[config.mk]
export PLATFORM = sky130hd
export DESIGN_NAME = bullet_scheduler_flat
export DESIGN_NICKNAME = d
export VERILOG_FILES = /design/src/rtl/bullet_pkg.sv /design/src/rtl/bullet_scheduler_if.sv /design/src/rtl/bullet_scheduler_rr_pick2.sv /design/src/rtl/bullet_scheduler.sv /design/src/flat_wrapper.sv
export SDC_FILE = /design/constraint.sdc
export NUM_CORES = 1
export LEC_CHECK = 0
export ABC_AREA = 0
export CAP_MARGIN = 15
export CORE_UTILIZATION = 41
export CTS_CLUSTER_DIAMETER = 150
export DETAILED_ROUTE_END_ITERATION = 12
export PLACE_DENSITY = 0.76
export SKIP_LAST_GASP = 1
export SLEW_MARGIN = 20
export SYNTH_ARGS = -nofsm -noshare
export SYNTH_HDL_FRONTEND = slang
export SYNTH_SLANG_ARGS = --single-unit
[constraint.sdc]
create_clock -name frame_clk -period 2.7 [get_ports frame_clk]
set_input_delay 0.27 -clock frame_clk [delete_from_list [all_inputs] [get_ports frame_clk]]
set_output_delay 0.27 -clock frame_clk [all_outputs]
set_load 0.1 [all_outputs]
[src/rtl/bullet_pkg.sv]
// Shared types for the bullet scheduler slice: facing direction, owner id, fire keycodes.
package bullet_pkg;

  typedef enum logic [1:0] {
    DIR_L = 2'b00,
    DIR_R = 2'b01,
    DIR_D = 2'b10,
    DIR_U = 2'b11
  } dir_t;

  typedef enum logic {
    OWN_P1 = 1'b0,
    OWN_P2 = 1'b1
  } owner_t;

  localparam logic [7:0] KEY_SPACE = 8'd44;
  localparam logic [7:0] KEY_ENTER = 8'd40;

endpackage

[src/rtl/bullet_scheduler_if.sv]
// Scheduler <-> keyboard/slot bundle; master is the scheduler, slave is the keyboard and slot side.
interface bullet_scheduler_if
  import bullet_pkg::*;
#(
  parameter int NUM_SLOTS = 4
);
  logic [7:0]           keycode0;
  logic [7:0]           keycode1;
  dir_t                 p1_dir;
  dir_t                 p2_dir;
  logic [NUM_SLOTS-1:0] slot_busy;
  logic [NUM_SLOTS-1:0] launch;
  dir_t                 launch_dir;
  owner_t               launch_owner;
  logic [NUM_SLOTS-1:0] slot_owner;
  logic [3:0]           p1_count;
  logic [3:0]           p2_count;
  logic                 p1_ready;
  logic                 p2_ready;

  modport master (
    input  keycode0, keycode1, p1_dir, p2_dir, slot_busy,
    output launch, launch_dir, launch_owner, slot_owner,
           p1_count, p2_count, p1_ready, p2_ready
  );

  modport slave (
    output keycode0, keycode1, p1_dir, p2_dir, slot_busy,
    input  launch, launch_dir, launch_owner, slot_owner,
           p1_count, p2_count, p1_ready, p2_ready
  );
endinterface

[src/rtl/bullet_scheduler_rr_pick2.sv]
// Two-requester round-robin pick; the last-winner pointer only moves when both request.
module rr_pick2
  import bullet_pkg::*;
(
  input  logic   frame_clk,
  input  logic   Reset,
  input  logic   req_p1,
  input  logic   req_p2,
  output logic   grant_vld,
  output owner_t winner
);
  owner_t rr_last;

  always_comb begin
    grant_vld = req_p1 | req_p2;
    winner    = OWN_P1;
    if (req_p1 && req_p2)
      winner = (rr_last == OWN_P2) ? OWN_P1 : OWN_P2;
    else if (req_p2)
      winner = OWN_P2;
  end

  // Reset to P2 so P1 takes the very first tie.
  always_ff @(posedge frame_clk or posedge Reset) begin
    if (Reset)
      rr_last <= OWN_P2;
    else if (req_p1 && req_p2)
      rr_last <= winner;
  end
endmodule

[src/rtl/bullet_scheduler.sv]
// Per-frame bullet launcher: fire-key edge detect, cooldown and in-flight limits, round-robin
// between players, one launch pulse per frame into the lowest free slot.
module bullet_scheduler
  import bullet_pkg::*;
#(
  parameter int         NUM_SLOTS      = 4,
  parameter int         MAX_PER_PLAYER = 2,
  parameter int         COOLDOWN       = 6,
  parameter logic [7:0] P1_KEY         = KEY_SPACE,
  parameter logic [7:0] P2_KEY         = KEY_ENTER
)(
  input  logic                 frame_clk,
  input  logic                 Reset,
  bullet_scheduler_if.master   bus
);
  localparam int CD_W = (COOLDOWN < 2) ? 1 : $clog2(COOLDOWN + 1);

  function automatic logic [3:0] popcount(input logic [NUM_SLOTS-1:0] v);
    logic [3:0] c;
    c = '0;
    for (int i = 0; i < NUM_SLOTS; i++)
      c = c + {3'b000, v[i]};
    return c;
  endfunction

  function automatic logic [NUM_SLOTS-1:0] lowest_free(input logic [NUM_SLOTS-1:0] o);
    logic [NUM_SLOTS-1:0] oh;
    oh = '0;
    for (int i = NUM_SLOTS - 1; i >= 0; i--) begin
      if (!o[i]) begin
        oh    = '0;
        oh[i] = 1'b1;
      end
    end
    return oh;
  endfunction

  logic [1:0]           key_prev;
  logic                 press_p1, press_p2, edge_p1, edge_p2;
  logic                 pend_p1, pend_p2;
  logic [CD_W-1:0]      cd_p1, cd_p2;
  logic [NUM_SLOTS-1:0] launch_r, launch_q, slot_owner_r, occ, free_oh;
  dir_t                 launch_dir_r;
  owner_t               launch_owner_r;
  logic [3:0]           p1_cnt, p2_cnt;
  logic                 pool_free, elig_p1, elig_p2;
  logic                 grant_vld;
  owner_t               winner;

  assign press_p1 = (bus.keycode0 == P1_KEY) | (bus.keycode1 == P1_KEY);
  assign press_p2 = (bus.keycode0 == P2_KEY) | (bus.keycode1 == P2_KEY);
  assign edge_p1  = press_p1 & ~key_prev[0];
  assign edge_p2  = press_p2 & ~key_prev[1];

  // A slot counts as taken while its pulse is out and for the frame after, until busy rises.
  assign occ       = bus.slot_busy | launch_r | launch_q;
  assign p1_cnt    = popcount(occ & ~slot_owner_r);
  assign p2_cnt    = popcount(occ & slot_owner_r);
  assign pool_free = ~&occ;
  assign free_oh   = lowest_free(occ);

  assign elig_p1 = pend_p1 & (cd_p1 == '0) & (p1_cnt < 4'(MAX_PER_PLAYER)) & pool_free;
  assign elig_p2 = pend_p2 & (cd_p2 == '0) & (p2_cnt < 4'(MAX_PER_PLAYER)) & pool_free;

  rr_pick2 u_rr (
    .frame_clk (frame_clk),
    .Reset     (Reset),
    .req_p1    (elig_p1),
    .req_p2    (elig_p2),
    .grant_vld (grant_vld),
    .winner    (winner)
  );

  always_ff @(posedge frame_clk or posedge Reset) begin
    if (Reset) begin
      key_prev       <= '0;
      pend_p1        <= 1'b0;
      pend_p2        <= 1'b0;
      cd_p1          <= '0;
      cd_p2          <= '0;
      launch_r       <= '0;
      launch_q       <= '0;
      slot_owner_r   <= '0;
      launch_dir_r   <= DIR_L;
      launch_owner_r <= OWN_P1;
    end else begin
      key_prev <= {press_p2, press_p1};
      launch_q <= launch_r;
      launch_r <= '0;
      if (cd_p1 != '0) cd_p1 <= cd_p1 - CD_W'(1);
      if (cd_p2 != '0) cd_p2 <= cd_p2 - CD_W'(1);
      if (edge_p1) pend_p1 <= 1'b1;
      if (edge_p2) pend_p2 <= 1'b1;
      // Grant overrides a same-frame edge for the winner; cooldown would block it anyway.
      if (grant_vld) begin
        launch_r       <= free_oh;
        launch_owner_r <= winner;
        if (winner == OWN_P2) begin
          slot_owner_r <= slot_owner_r | free_oh;
          launch_dir_r <= bus.p2_dir;
          pend_p2      <= 1'b0;
          cd_p2        <= CD_W'(COOLDOWN);
        end else begin
          slot_owner_r <= slot_owner_r & ~free_oh;
          launch_dir_r <= bus.p1_dir;
          pend_p1      <= 1'b0;
          cd_p1        <= CD_W'(COOLDOWN);
        end
      end
    end
  end

  assign bus.launch       = launch_r;
  assign bus.launch_dir   = launch_dir_r;
  assign bus.launch_owner = launch_owner_r;
  assign bus.slot_owner   = slot_owner_r;
  assign bus.p1_count     = p1_cnt;
  assign bus.p2_count     = p2_cnt;
  assign bus.p1_ready     = elig_p1;
  assign bus.p2_ready     = elig_p2;
endmodule

[src/flat_wrapper.sv]
// flat-port wrapper written by rule: the top's interface ports become plain ports
module bullet_scheduler_flat import bullet_pkg::*;
#(
  parameter int         NUM_SLOTS      = 4,
  parameter int         MAX_PER_PLAYER = 2,
  parameter int         COOLDOWN       = 6,
  parameter logic [7:0] P1_KEY         = KEY_SPACE,
  parameter logic [7:0] P2_KEY         = KEY_ENTER
)
  (frame_clk, Reset, bus_keycode0, bus_keycode1, bus_p1_dir, bus_p2_dir, bus_slot_busy, bus_launch, bus_launch_dir, bus_launch_owner, bus_slot_owner, bus_p1_count, bus_p2_count, bus_p1_ready, bus_p2_ready);
  bullet_scheduler_if #(.NUM_SLOTS(NUM_SLOTS)) bus_i ();
  input  logic frame_clk;
  input  logic Reset;
  input wire logic [$bits(bus_i.keycode0)-1:0] bus_keycode0;
  input wire logic [$bits(bus_i.keycode1)-1:0] bus_keycode1;
  input wire logic [$bits(bus_i.p1_dir)-1:0] bus_p1_dir;
  input wire logic [$bits(bus_i.p2_dir)-1:0] bus_p2_dir;
  input wire logic [$bits(bus_i.slot_busy)-1:0] bus_slot_busy;
  output wire logic [$bits(bus_i.launch)-1:0] bus_launch;
  output wire logic [$bits(bus_i.launch_dir)-1:0] bus_launch_dir;
  output wire logic [$bits(bus_i.launch_owner)-1:0] bus_launch_owner;
  output wire logic [$bits(bus_i.slot_owner)-1:0] bus_slot_owner;
  output wire logic [$bits(bus_i.p1_count)-1:0] bus_p1_count;
  output wire logic [$bits(bus_i.p2_count)-1:0] bus_p2_count;
  output wire logic [$bits(bus_i.p1_ready)-1:0] bus_p1_ready;
  output wire logic [$bits(bus_i.p2_ready)-1:0] bus_p2_ready;
  assign bus_i.keycode0 = bus_keycode0;
  assign bus_i.keycode1 = bus_keycode1;
  assign bus_i.p1_dir = bus_p1_dir;
  assign bus_i.p2_dir = bus_p2_dir;
  assign bus_i.slot_busy = bus_slot_busy;
  assign bus_launch = bus_i.launch;
  assign bus_launch_dir = bus_i.launch_dir;
  assign bus_launch_owner = bus_i.launch_owner;
  assign bus_slot_owner = bus_i.slot_owner;
  assign bus_p1_count = bus_i.p1_count;
  assign bus_p2_count = bus_i.p2_count;
  assign bus_p1_ready = bus_i.p1_ready;
  assign bus_p2_ready = bus_i.p2_ready;
  bullet_scheduler #(.NUM_SLOTS(NUM_SLOTS), .MAX_PER_PLAYER(MAX_PER_PLAYER), .COOLDOWN(COOLDOWN), .P1_KEY(P1_KEY), .P2_KEY(P2_KEY)) u_core (.frame_clk(frame_clk), .Reset(Reset), .bus(bus_i));
endmodule
# ---- Word-level counts from Yosys, hierarchy flattened
# Cells that the tools add are included.
dict set report classes {
  eq_ne 4
  bitwise 21
  n_lt_le_gt_ge 2
  add_sub_neg 8
  n_reduce_logical 7
  muxes 22
}
# op n
set op_table {}
lappend op_table {{equality test 8 x 6 -> 1 bit (second input constant)} 4}
lappend op_table {{two-way mux 4 bit} 6}
lappend op_table {{two-way mux 3 bit} 6}
lappend op_table {{adder 4 x 1 -> 4 bit} 4}
lappend op_table {{AND 4 bit} 3}
lappend op_table {{bitwise OR 4 bit} 3}
lappend op_table {{two-way mux 1 bit} 9}
lappend op_table {{AND 1 bit} 8}
lappend op_table {{< comparator 4 x 2 -> 1 bit (second input constant)} 2}
lappend op_table {{NOT 4 bit} 2}
lappend op_table {{zero test 3 bit} 2}
lappend op_table {{nonzero test 3 bit} 2}
lappend op_table {{subtractor 3 x 1 -> 3 bit (second input constant)} 2}
lappend op_table {{adder 1 x 1 -> 2 bit} 2}
lappend op_table {{AND reduction 4 bit} 1}
lappend op_table {{bitwise OR 1 bit} 3}
lappend op_table {{two-way mux 2 bit} 1}
lappend op_table {{NOT 1 bit} 2}
lappend op_table {{logical AND 1 bit} 1}
lappend op_table {{zero test 1 bit} 1}
dict set report word_totals {
  ff_bits 26
  output_inout_bits 21
  in_bits 26
  elab_cells 75
}

# ---- Depth between registers and ports, before layout
# Gate-level depths: netlist of the first run.
dict set report logic_depth {
  word_depth 13
  ltp_mapped 11
  ltp_nobuf 10
}

# ---- By module
# Synthesis of the first run repeated with hierarchy kept, for this count alone.
dict set report unflattened {
  hier_cells 130
  hier_area_um2 1347.5
}
# mod seq_area_each_um2 cells_per_inst area_each_um2 instances
set modules_own_cells {}
lappend modules_own_cells {bullet_scheduler 625.6 124 1291.2 1}
lappend modules_own_cells {rr_pick2 26.3 6 56.3 1}

# ---- Worst setup path before layout of the first run
# OpenSTA, ideal clock, no wires.
dict set report synth_timing {
  path_kind {reg-to-output}
  startpoint {register u_core.launch_r[1] (netlist: u_core.bus.launch[1])}
  endpoint {output bus_p2_ready}
  setup_slack_ns -1.161
  required_time_ns 2.430
  path_stages_with_launch 9
  arrival_time_ns 3.591
  n_path_buf 0
  path_cell_list {dfrtp_1 -> nor3_2 -> nor2b_1 -> ha_1 -> inv_1 -> fa_1 -> ha_1 -> nand4b_1 -> nor2_1}
}
dict set report synth_between {
  elab_chain_cells 9
  word_cells_on_any_way 11
  cone_classes {add/sub: 3; order compare: 1; bitwise: 5; reduce/logical: 2}
}
# element line
set synth_rtl {}
lappend synth_rtl {{start, declared} bullet_scheduler.sv:42} ;# logic [NUM_SLOTS-1:0] launch_r, launch_q, slot_owner_r, occ, free_oh;
lappend synth_rtl {{start signal, assigned} bullet_scheduler.sv:96} ;# launch_r <= free_oh;
lappend synth_rtl {{bitwise OR 4 bit * (2 in series)} bullet_scheduler.sv:56} ;# assign occ = bus.slot_busy | launch_r | launch_q;
lappend synth_rtl {{AND 4 bit} bullet_scheduler.sv:58} ;# assign p2_cnt = popcount(occ & slot_owner_r);
lappend synth_rtl {{adder 1 x 1 -> 2 bit} bullet_scheduler.sv:22} ;# c = c + {3'b000, v[i]};
lappend synth_rtl {{adder 4 x 1 -> 4 bit (2 in series)} bullet_scheduler.sv:22}
lappend synth_rtl {{< comparator 4 x 2 -> 1 bit} bullet_scheduler.sv:63} ;# assign elig_p2 = pend_p2 & (cd_p2 == '0) & (p2_cnt < 4'(MAX_PER_PLAYER)) & pool_free;
lappend synth_rtl {{AND 1 bit} bullet_scheduler.sv:63}
lappend synth_rtl {{AND 1 bit *} bullet_scheduler.sv:63}
lappend synth_rtl {{end, declared} flat_wrapper.sv:26} ;# output wire logic [$bits(bus_i.p2_ready)-1:0] bus_p2_ready;
# Mark *: on every way between the ends. The rest lies on a longest branch, timed or not.

# ---- Worst setup path after layout of the first run
# Ends and elaborated chain as after synthesis.

==> results.md, run 1 <==
Run status:
- The flow ran to the end, and the final reports show no timing, DRC or antenna violations.

Synth:
- The leading register cell type out of synthesis is sky130_fd_sc_hd__dfrtp_1.
- The post-synthesis area per instance is 11.03 um2.
- The top-area cell type share of the netlist area is 0.4363.
- The distinct cell type count of the synthesized netlist is 36.
- Ranked by total cell area, the synthesized netlist is headed by sky130_fd_sc_hd__dfrtp_1 (44%), sky130_fd_sc_hd__ha_1 (8.7%), sky130_fd_sc_hd__inv_1 (3.9%).
- The most common cell in the synthesized netlist is sky130_fd_sc_hd__dfrtp_1.
- The synthesized instance count is 130.
- Yosys mapped a number of flops with a built-in enable equal to 0.
- The summed instance area of the synthesized netlist is 1434 um2.
- The Yosys step of the flow raised 0 warnings.
- The proportion of register bits with asynchronous set or reset after synthesis is 1.000.
- After synthesis the netlist holds a flip-flop and latch count of 26.
- The cell type contributing the most total cell area after synthesis is sky130_fd_sc_hd__dfrtp_1.
- The proportion of synthesized chip area in sequential cells is 0.4546.
- The commonest cells after synthesis are sky130_fd_sc_hd__dfrtp_1 (25), sky130_fd_sc_hd__inv_1 (15), sky130_fd_sc_hd__nor2_1 (13).

Clock tree:
- The total CTS buffers is 3.
- The CTS tree is yes.
- The post-CTS clock slew at the launch and capture registers of the worst setup and hold paths is 130 ps.
- The level count of the clock H-tree is 1.
- The number of clock sinks is 26.
- For the worst-skew pair, the clock arrives at the later sink with an insertion delay of 310 ps.
- For this design, the CTS-stage hold fixing added 0 buffers.
- No sink is reached through more buffers than the 2 on the longest clock path.
- The buffer type at the clock tree root is sky130_fd_sc_hd__clkbuf_4.

Setup path:
- The minimum setup slack among reg-to-reg paths is 70 ps.
- The biggest cell delay along the critical path is 510 ps.
- For the worst setup path, the data required time is 2430 ps.
- The nature of the critical path startpoint is a register.
- The reg-to-reg startpoint is u_core.bus.launch[1]$_DFF_PP0_.
- The number of buffers and inverters on the critical path is 4.
- The setup path with the least slack is of type reg -> out.
- STA puts the critical path data arrival time at 2410 ps.
- In this run the worst setup path terminates at bus_p2_ready.
- The worst setup path is captured at an output pin.
- The path length in cells of the critical path is 11.
- Of all nets on the critical path, the largest fanout is 3.
- The most numerous cell type found on the critical path is sky130_fd_sc_hd__buf_6.
- Traced cell by cell, the critical path runs through nor3_4, nor2b_1, ha_1, inv_1, fa_2, ha_4, nand4b_1, buf_6, buf_6, nor2_4, buf_12.
- The cell type of the slowest stage on the worst timing path is sky130_fd_sc_hd__dfrtp_4.
- Counting cells, the worst reg-to-reg path comes to 12.
- The gate family responsible for the most delay along the worst path is adder cells.
- The startpoint of the most critical setup path is u_core.bus.launch[1]$_DFF_PP0_.

Placed design:
- Including well taps, the total number of placed cells is 231.
- The count of buffers from port buffering is 44.
- The post-DP HPWL is 2639 um.
- Routability-driven placement finished with a final weighted congestion of 0.8189.

Layout:
- At the end of the flow, the number of nets in the layout was 235.
- The finished layout holds 242 standard cells, fillers aside.
- The utilization of the core after routing is 0.6704.
- The proportion of layout cells with a drive suffix above 1 is 0.3622.
- The count of antenna diodes in the layout is 0.
- Compared with the post-synthesis result, the final layout area differs by 56.02%.

STA:
- The worst-case clock skew is 2.973 ps.
- The number of endpoints with negative hold slack in the final report is 0.
- The share of the clock period used by the worst path after layout is 0.9927.
- The worst pin sits at a relative slew slack of 0.5701.
- The final number of setup-violating endpoints is 0.
- The max-slew violation count is 0.
- For the finished layout, the period the worst path requires is 2680 ps.
- The transition at the pin with the smallest max-transition slack is 644.1 ps.
- Setup repair after global routing could not meet its margin everywhere.
- Derived from the worst setup path, the maximum achievable clock frequency is 373.1 MHz.

Global route:
- The pin count of the biggest net entering global routing is 17.
- The met3 global-route usage is 0.03782.
- The first global-routing pass estimated 5533 um of wire.
- In the global route stage, overall resource usage came out at 0.2069.
- The busiest layer in global routing is met2.
- The number of antenna violations at the first check in global routing is 0.
- The via count of the first global-routing pass was 1224.
- The global routing usage on met1 is 0.2416.
- For met2 alone, demand over resource in global routing was 0.3758.
- The remaining global-route overflow is 0.

Floorplanning:
- The floorplan has 21 rows.
- The I/O pin count is 47.
- The vertical die dimension is 61.14 um.
- From left edge to right edge, the die measures 61.14 um.
- The starting utilization of the core area is 0.4297.
- The core box area is 3337 um2.
- The floorplan step defined a die boundary enclosing 3737 um2.

Detailed routing:
- The post-detailed-route count of antenna-violating nets is 0.
- The detailed router finished its first iteration with 80 violations.
- Across all layers, the routed design uses 1219 vias.
- Wires add up to 3401 um.
- The DRC violation count after routing is 0.
- The detail-routed net length per standard cell is 14.05 um.
- The vias per cell is 5.037.
- The first detailed-routing pass ran for 4 iterations.

Power:
- VDD sags by at most 386.5 uV.
- The leakage power is 1.098 nW.
- The cell area power density is 892.4 nW/um2.

Min path:
- The worst min-delay path category is in -> async.

Run:
- The number of violations of the max-capacitance limit is 0.
-- through the flow --
stage	worst slack, ps	TNS (ps)	hold slack, ps	power, mW	instance area [um2]
6_report	19.77	0	321.3	1.996	2237
3_5_place_dp	-188.4	-915.4	405.9	1.798	2110
4_1_cts	-51.04	-69.33	322.5	1.986	2180
5_1_grt	-86.54	-221.6	391.4	2.124	2237
2_1_floorplan	-192.6	-1261	309.0	1.433	1484
3_3_place_gp	-128.1	-630.5	399.0	1.755	2110
-- worst register-to-register path: cells and delay by family (launching register included) --
family / cells / cell delay, ps
mux: 1 / 300
flops: 1 / 510
simple gates: 5 / 620
buf+inv: 3 / 300
fa+ha+maj: 3 / 810
-- where the power goes --
| group | switching, mW | total [mW] | internal (mW) |
|---|---|---|---|
| combinational | 0.787 | 1.26 | 0.472 |
| clock | 0.111 | 0.168 | 0.0577 |
| sequential | 0.0747 | 0.570 | 0.495 |
-- routing by layer --
metal / vias to the layer above / share of wire / wire, um
li1: 572 / - / -
met1: 593 / 0.40 / 1358
met2: 48 / 0.52 / 1765
met3: 6 / 0.067 / 227
met4: 0 / 0.015 / 50
met5: - / 0 / 0
-- layout by cell type, fill, tap and decap left out, drive strengths merged --
cell / synthesis / routed
a2111oi: 1 / 1
a211o: 3 / 3
a21boi: 2 / 2
a21o: 1 / 1
a21oi: 2 / 2
a221o: 2 / 2
a22o: 1 / 1
and3b: 2 / 2
buf: 3 / 39
clkbuf: 0 / 4
clkdlybuf4s50: 0 / 25
conb: 1 / 2
dfrtp: 25 / 25
dfstp: 1 / 1
fa: 2 / 2
ha: 10 / 10
inv: 15 / 15
mux2: 3 / 3
nand2: 8 / 8
nand2b: 3 / 3
nand4: 2 / 2
nand4b: 4 / 4
nor2: 13 / 13
nor2b: 5 / 5
nor3: 8 / 8
nor4: 1 / 1
nor4b: 2 / 2
o21ai: 1 / 1
o21ba: 2 / 2
or2b: 1 / 1
or3: 2 / 2
or4: 1 / 1
xnor2: 3 / 3
-- worst min path at each step --
stage,startpoint,end
after global placement,u_core.bus.launch[3]$_DFF_PP0_,u_core.launch_q[3]$_DFF_PP0_
final,Reset,u_core.cd_p2[0]$_DFF_PP0_
after detailed placement,u_core.bus.launch[3]$_DFF_PP0_,u_core.launch_q[3]$_DFF_PP0_
after global routing,Reset,u_core.cd_p2[1]$_DFF_PP0_
after floorplan,Reset,asynchronous set/reset pin
after CTS,Reset,u_core.cd_p2[0]$_DFF_PP0_
-- cell type report --
class	count	area, um2
fillers	261	1100
clock buffers	4	26.28
flip-flops and latches	26	664.4
inverters	15	56.30
well taps	46	57.56
multi-input cells	87	778.2
repair buffers	64	654.4
-- what timing repair did --
action,in CTS,in global routing
pin swaps,4,3
setup endpoints to repair,2,8
resized for setup,2,9
setup buffers,5,2
-- cell families (layout without fill, tap and decap cells) --
| family | Yosys count | count (layout) | share of synthesized area |
|---|---|---|---|
| AO/OA/AOI/OAI | 15 | 15 | 0.08900 |
| multiplexers | 3 | 3 | 0.02356 |
| flip-flops | 26 | 26 | 0.4546 |
| adder cells (fa/ha/maj) | 12 | 12 | 0.1152 |
| buffers and inverters | 18 | 83 | 0.05497 |
| other | 1 | 2 | 0.002615 |
| XOR/XNOR | 3 | 3 | 0.01833 |
| AND/OR/NAND/NOR | 52 | 52 | 0.2417 |
Power figures use the tool's default switching activity.
==> run 2: changes to the inputs <==
ABC_AREA = 1   (was 0)
CORE_UTILIZATION = 56   (was 41)
DONT_BUFFER_PORTS = 1   (was not set)
PLACE_DENSITY = 0.75   (was 0.76)
==> results.md, run 2 <==
Run status:
- Status: finished, violations left (was finished, final reports clean).
- The final reports fail on setup timing.

Floorplanning:
- The core box area is 2567 um2 (was 3337 um2).
- The row count came to 18 (was 21).
- The I/O pin count is 47 (unchanged).
- The area enclosed by the die boundary came to 3032 um2 (was 3737 um2).
- The overall die width was 55.06 um (was 61.14 um).
- The vertical die dimension is 55.06 um (was 61.14 um).
- The starting utilization of the core area is 0.6140 (was 0.4297).

Layout:
- The commonest non-fill, non-tap cell in the layout is sky130_fd_sc_hd__nand2_1 (was sky130_fd_sc_hd__buf_4).
- The number of filler instances in the final layout was 168 (was 261).
- The number of nets in the layout came to 262 (was 235).
- The area occupied by registers is 664.4 um2 (unchanged).
- The post-layout instance count excluding filler cells is 253 (was 242).
- The proportion of layout cells with a drive suffix above 1 came to 0.3408 (was 0.3622).
- The final non-filler cell area came to 2042 um2 (was 2237 um2).
- Leading cell types in the layout, fill and taps excluded: sky130_fd_sc_hd__nand2_1 (43), sky130_fd_sc_hd__inv_1 (37), sky130_fd_sc_hd__dfrtp_1 (19), sky130_fd_sc_hd__buf_4 (18), sky130_fd_sc_hd__nor2_1 (10) (was sky130_fd_sc_hd__buf_4 (28), sky130_fd_sc_hd__clkdlybuf4s50_1 (25), sky130_fd_sc_hd__dfrtp_1 (19), sky130_fd_sc_hd__inv_1 (15), sky130_fd_sc_hd__nor2_1 (10)).
- The signed area change from the synthesized netlist to the final layout was 29.52% (was 56.02%).
- The count of antenna diodes in the layout is 0 (unchanged).
- The area occupied by multi-input gates was 800.8 um2 (was 778.2 um2).

STA:
- Setup repair after global routing missed its margin: true (unchanged).
- The highest attainable clock frequency is 358.0 MHz (was 373.1 MHz).
- The relative max-transition margin is 0.3831 (was 0.5701).
- The share of the clock period used by the worst path after layout is 1.035 (was 0.9927).
- The aggregate negative setup slack was -147.9 ps (was 0 ps).
- The max-slew violation count is 0 (unchanged).
- The post-route worst setup slack is -93.61 ps (was 19.77 ps).
- The time the final worst path needs with I/O delays and setup is 2794 ps (was 2680 ps).
- The transition at the pin with the smallest max-transition slack was 919.6 ps (was 644.1 ps).
- The number of endpoints with negative hold slack in the final report is 0 (unchanged).
- The final number of setup-violating endpoints came to 2 (was 0).
- The worst-case clock skew came to 4.030 ps (was 2.973 ps).

Clock tree:
- The number of clock sinks is 26 (unchanged).
- The CTS tree is yes (unchanged).
- The buffer type at the clock tree root is sky130_fd_sc_hd__clkbuf_4 (unchanged).
- The worst-case clock buffer depth came to 2 (unchanged).
- The post-CTS clock slew at the launch and capture registers of the worst setup and hold paths came to 140 ps (was 130 ps).
- The level count of the clock H-tree came to 1 (unchanged).
- The later-pin clock latency in the skew report is 320 ps (was 310 ps).
- The total CTS buffers came to 3 (unchanged).

Power:
- The cell area power density came to 1131 nW/um2 (was 892.4 nW/um2).
- The power consumption is 2.309 mW (was 1.996 mW).
- The leakage power is 1.113 nW (was 1.098 nW).
- The maximum resistive drop on vdd is 958.8 uV (was 386.5 uV).

Setup path:
- The required time of the worst setup path came to 2430 ps (about the same).
- The biggest cell delay along the critical path is 500 ps (was 510 ps).
- The cell type of the slowest stage on the worst timing path is sky130_fd_sc_hd__dfrtp_4 (unchanged).
- Cell breakdown of the critical path: nor2_2, nand2_2, inv_2, nor2_1, ha_1, inv_2, fa_2, ha_4, nand2_2, inv_2, nand2_4, inv_6, nand2_4, clkinvlp_4, buf_12 (was nor3_4, nor2b_1, ha_1, inv_1, fa_2, ha_4, nand4b_1, buf_6, buf_6, nor2_4, buf_12).
- The maximum fanout along the worst path is 3 (unchanged).
- The data arrival at the endpoint of the critical path is 2520 ps (was 2410 ps).
- The nature of the critical path startpoint is a register (unchanged).
- The nature of the critical path endpoint is an output pin (unchanged).
- The gate family responsible for the most delay along the worst path is adder cells (unchanged).
- The number of buffers and inverters on the critical path is 6 (was 4).
- The class of the most critical setup path was reg -> out (unchanged).
- The most frequent cell on the critical path is sky130_fd_sc_hd__inv_2 (was sky130_fd_sc_hd__buf_6).

Synth:
- The summed instance area of the synthesized netlist is 1577 um2 (was 1434 um2).
- The most frequent cell after synthesis is sky130_fd_sc_hd__nand2_1 (was sky130_fd_sc_hd__dfrtp_1).
- The post-synthesis area per instance was 8.126 um2 (was 11.03 um2).
- The leading register cell type out of synthesis is sky130_fd_sc_hd__dfrtp_1 (unchanged).
- Synth area leaders: sky130_fd_sc_hd__dfrtp_1 (40%), sky130_fd_sc_hd__nand2_1 (11%), sky130_fd_sc_hd__inv_1 (10%) (was sky130_fd_sc_hd__dfrtp_1 (44%), sky130_fd_sc_hd__ha_1 (8.7%), sky130_fd_sc_hd__inv_1 (3.9%)).
- The proportion of synthesized chip area in sequential cells is 0.4135 (was 0.4546).
- The number of enable-type register cells in the synthesized netlist is 0 (unchanged).
- The top-area cell type share of the netlist area is 0.3968 (was 0.4363).
- The proportion of register bits with asynchronous set or reset after synthesis is 1.000 (unchanged).
- Post-synth top cells: sky130_fd_sc_hd__nand2_1 (46), sky130_fd_sc_hd__inv_1 (44), sky130_fd_sc_hd__dfrtp_1 (25) (was sky130_fd_sc_hd__dfrtp_1 (25), sky130_fd_sc_hd__inv_1 (15), sky130_fd_sc_hd__nor2_1 (13)).
- The synthesis-stage register bit count came to 26 (unchanged).
- The cell type contributing the most total cell area after synthesis is sky130_fd_sc_hd__dfrtp_1 (unchanged).
- The number of synthesis warnings was 0 (unchanged).
- The distinct cell type count of the synthesized netlist is 32 (was 36).
- The synthesized instance count is 194 (was 130).

Global route:
- The via count of the first global-routing pass came to 1322 (was 1224).
- The number of antenna violations at the first check in global routing is 0 (unchanged).
- The remaining global-route overflow was 0 (unchanged).
- The met3 global-route usage was 0.04098 (was 0.03782).
- The overall fraction of global-route tracks in use is 0.2457 (was 0.2069).
- The first-pass GRT wire length is 5306 um (was 5533 um).
- The met2 demand-to-capacity share in global routing is 0.4659 (was 0.3758).
- The busiest layer in global routing is met2 (unchanged).
- The pin count of the biggest net entering global routing was 27 (was 17).
- The global routing usage on met1 is 0.2680 (was 0.2416).

Detailed routing:
- The first-pass detailed-route iteration total is 4 (unchanged).
- The DRC violation count after routing is 0 (unchanged).
- The iteration-0 DRC count of the detailed router was 11 (was 80).
- The final wirelength is 3230 um (was 3401 um).
- The detail-routed net length per standard cell was 12.77 um (was 14.05 um).
- The post-detailed-route count of antenna-violating nets is 0 (unchanged).
- The total number of vias was 1287 (was 1219).
- The vias per cell was 5.087 (was 5.037).

Placed design:
- The placed instance count is 238 (was 231).
- The post-DP HPWL is 2416 um (was 2639 um).
- The global placement routability congestion is 0.7909 (was 0.8189).
- The count of buffers from port buffering came to 0 (was 44).
- The post-detailed-placement cell area is 1847 um2 (was 2110 um2).

Run:
- The number of violations of the max-capacitance limit came to 0 (unchanged).

Min path:
- The worst min-delay path category is in -> reg (was in -> async).
## run 2: repair_timing
item,in CTS,in global routing
pin swaps,5,4
endpoints found under the setup margin,3,11
setup buffers,9,1
resized for setup,6,7
hold endpoints to repair,0,25
hold buffers,0,1
## run 2: cell type report
cell class / count / area share
inverters: 49 / 0.09865
well taps: 30 / 0.01838
flip-flops and latches: 26 / 0.3254
clock buffers: 3 / 0.01103
multi-input cells: 118 / 0.3922
clock inverters: 1 / 0.01471
repair buffers: 26 / 0.1397
## run 2: per-stage QoR
step / utilization / setup WS [ps] / hold WS, ps
final: 0.7953 / -93.61 / 118.8
after CTS: 0.7749 / -83.55 / 64.64
after global routing: 0.7953 / -198.5 / 115.4
after detailed placement: 0.7193 / 112.5 / 431.6
after global placement: 0.7193 / 203.6 / 426.0
after floorplan: - / -32.66 / 309.0
## run 2: final timing paths
check	to	depth (start not counted)	slack, ps	from
setup / recovery	bus_p2_ready	15	-90	u_core.bus.launch[0]$_DFF_PP0_
min in group asynchronous	u_core.cd_p1[2]$_DFF_PP0_	2	460	Reset
hold / removal	u_core.bus.launch_dir[1]$_DFFE_PP0N_	2	120	bus_p2_dir[1]
hold reg to reg	u_core.u_rr.rr_last$_DFFE_PP1P_	2	540	u_core.u_rr.rr_last$_DFFE_PP1P_
max in group asynchronous	u_core.bus.launch[0]$_DFF_PP0_	2	1750	Reset
setup reg to reg	u_core.cd_p1[1]$_DFF_PP0_	16	150	u_core.bus.launch[1]$_DFF_PP0_
## run 2: logic make-up after synthesis
logic type,after synthesis,share of synthesized area
buf+inv,51,0.1317
flops,26,0.4135
fa+ha+maj,12,0.1048
simple gates,91,0.2857
other cells,1,0.002379
compound gates,11,0.05080
xor+xnor,2,0.01111
## run 2: power by group
part | switching, mW | total (mW) | internal, mW
sequential | 0.253 | 0.757 | 0.504
clock | 0.115 | 0.265 | 0.150
combinational | 0.858 | 1.29 | 0.428
total | 1.23 | 2.31 | 1.08
## run 2: per-layer routing
| metal | wire length, um | part of all wire | vias to the layer above |
|---|---|---|---|
| met5 | 0 | 0 | - |
| met4 | 75 | 0.023 | 0 |
| met3 | 106 | 0.033 | 10 |
| met2 | 1755 | 0.54 | 31 |
| met1 | 1293 | 0.40 | 607 |
| li1 | - | - | 639 |
==> run 3: changes to the inputs <==
CTS_CLUSTER_SIZE = 8   (was not set)
==> results of run 3 <==
Same layout as run 2: the final DEF is identical, and so are final timing and power.
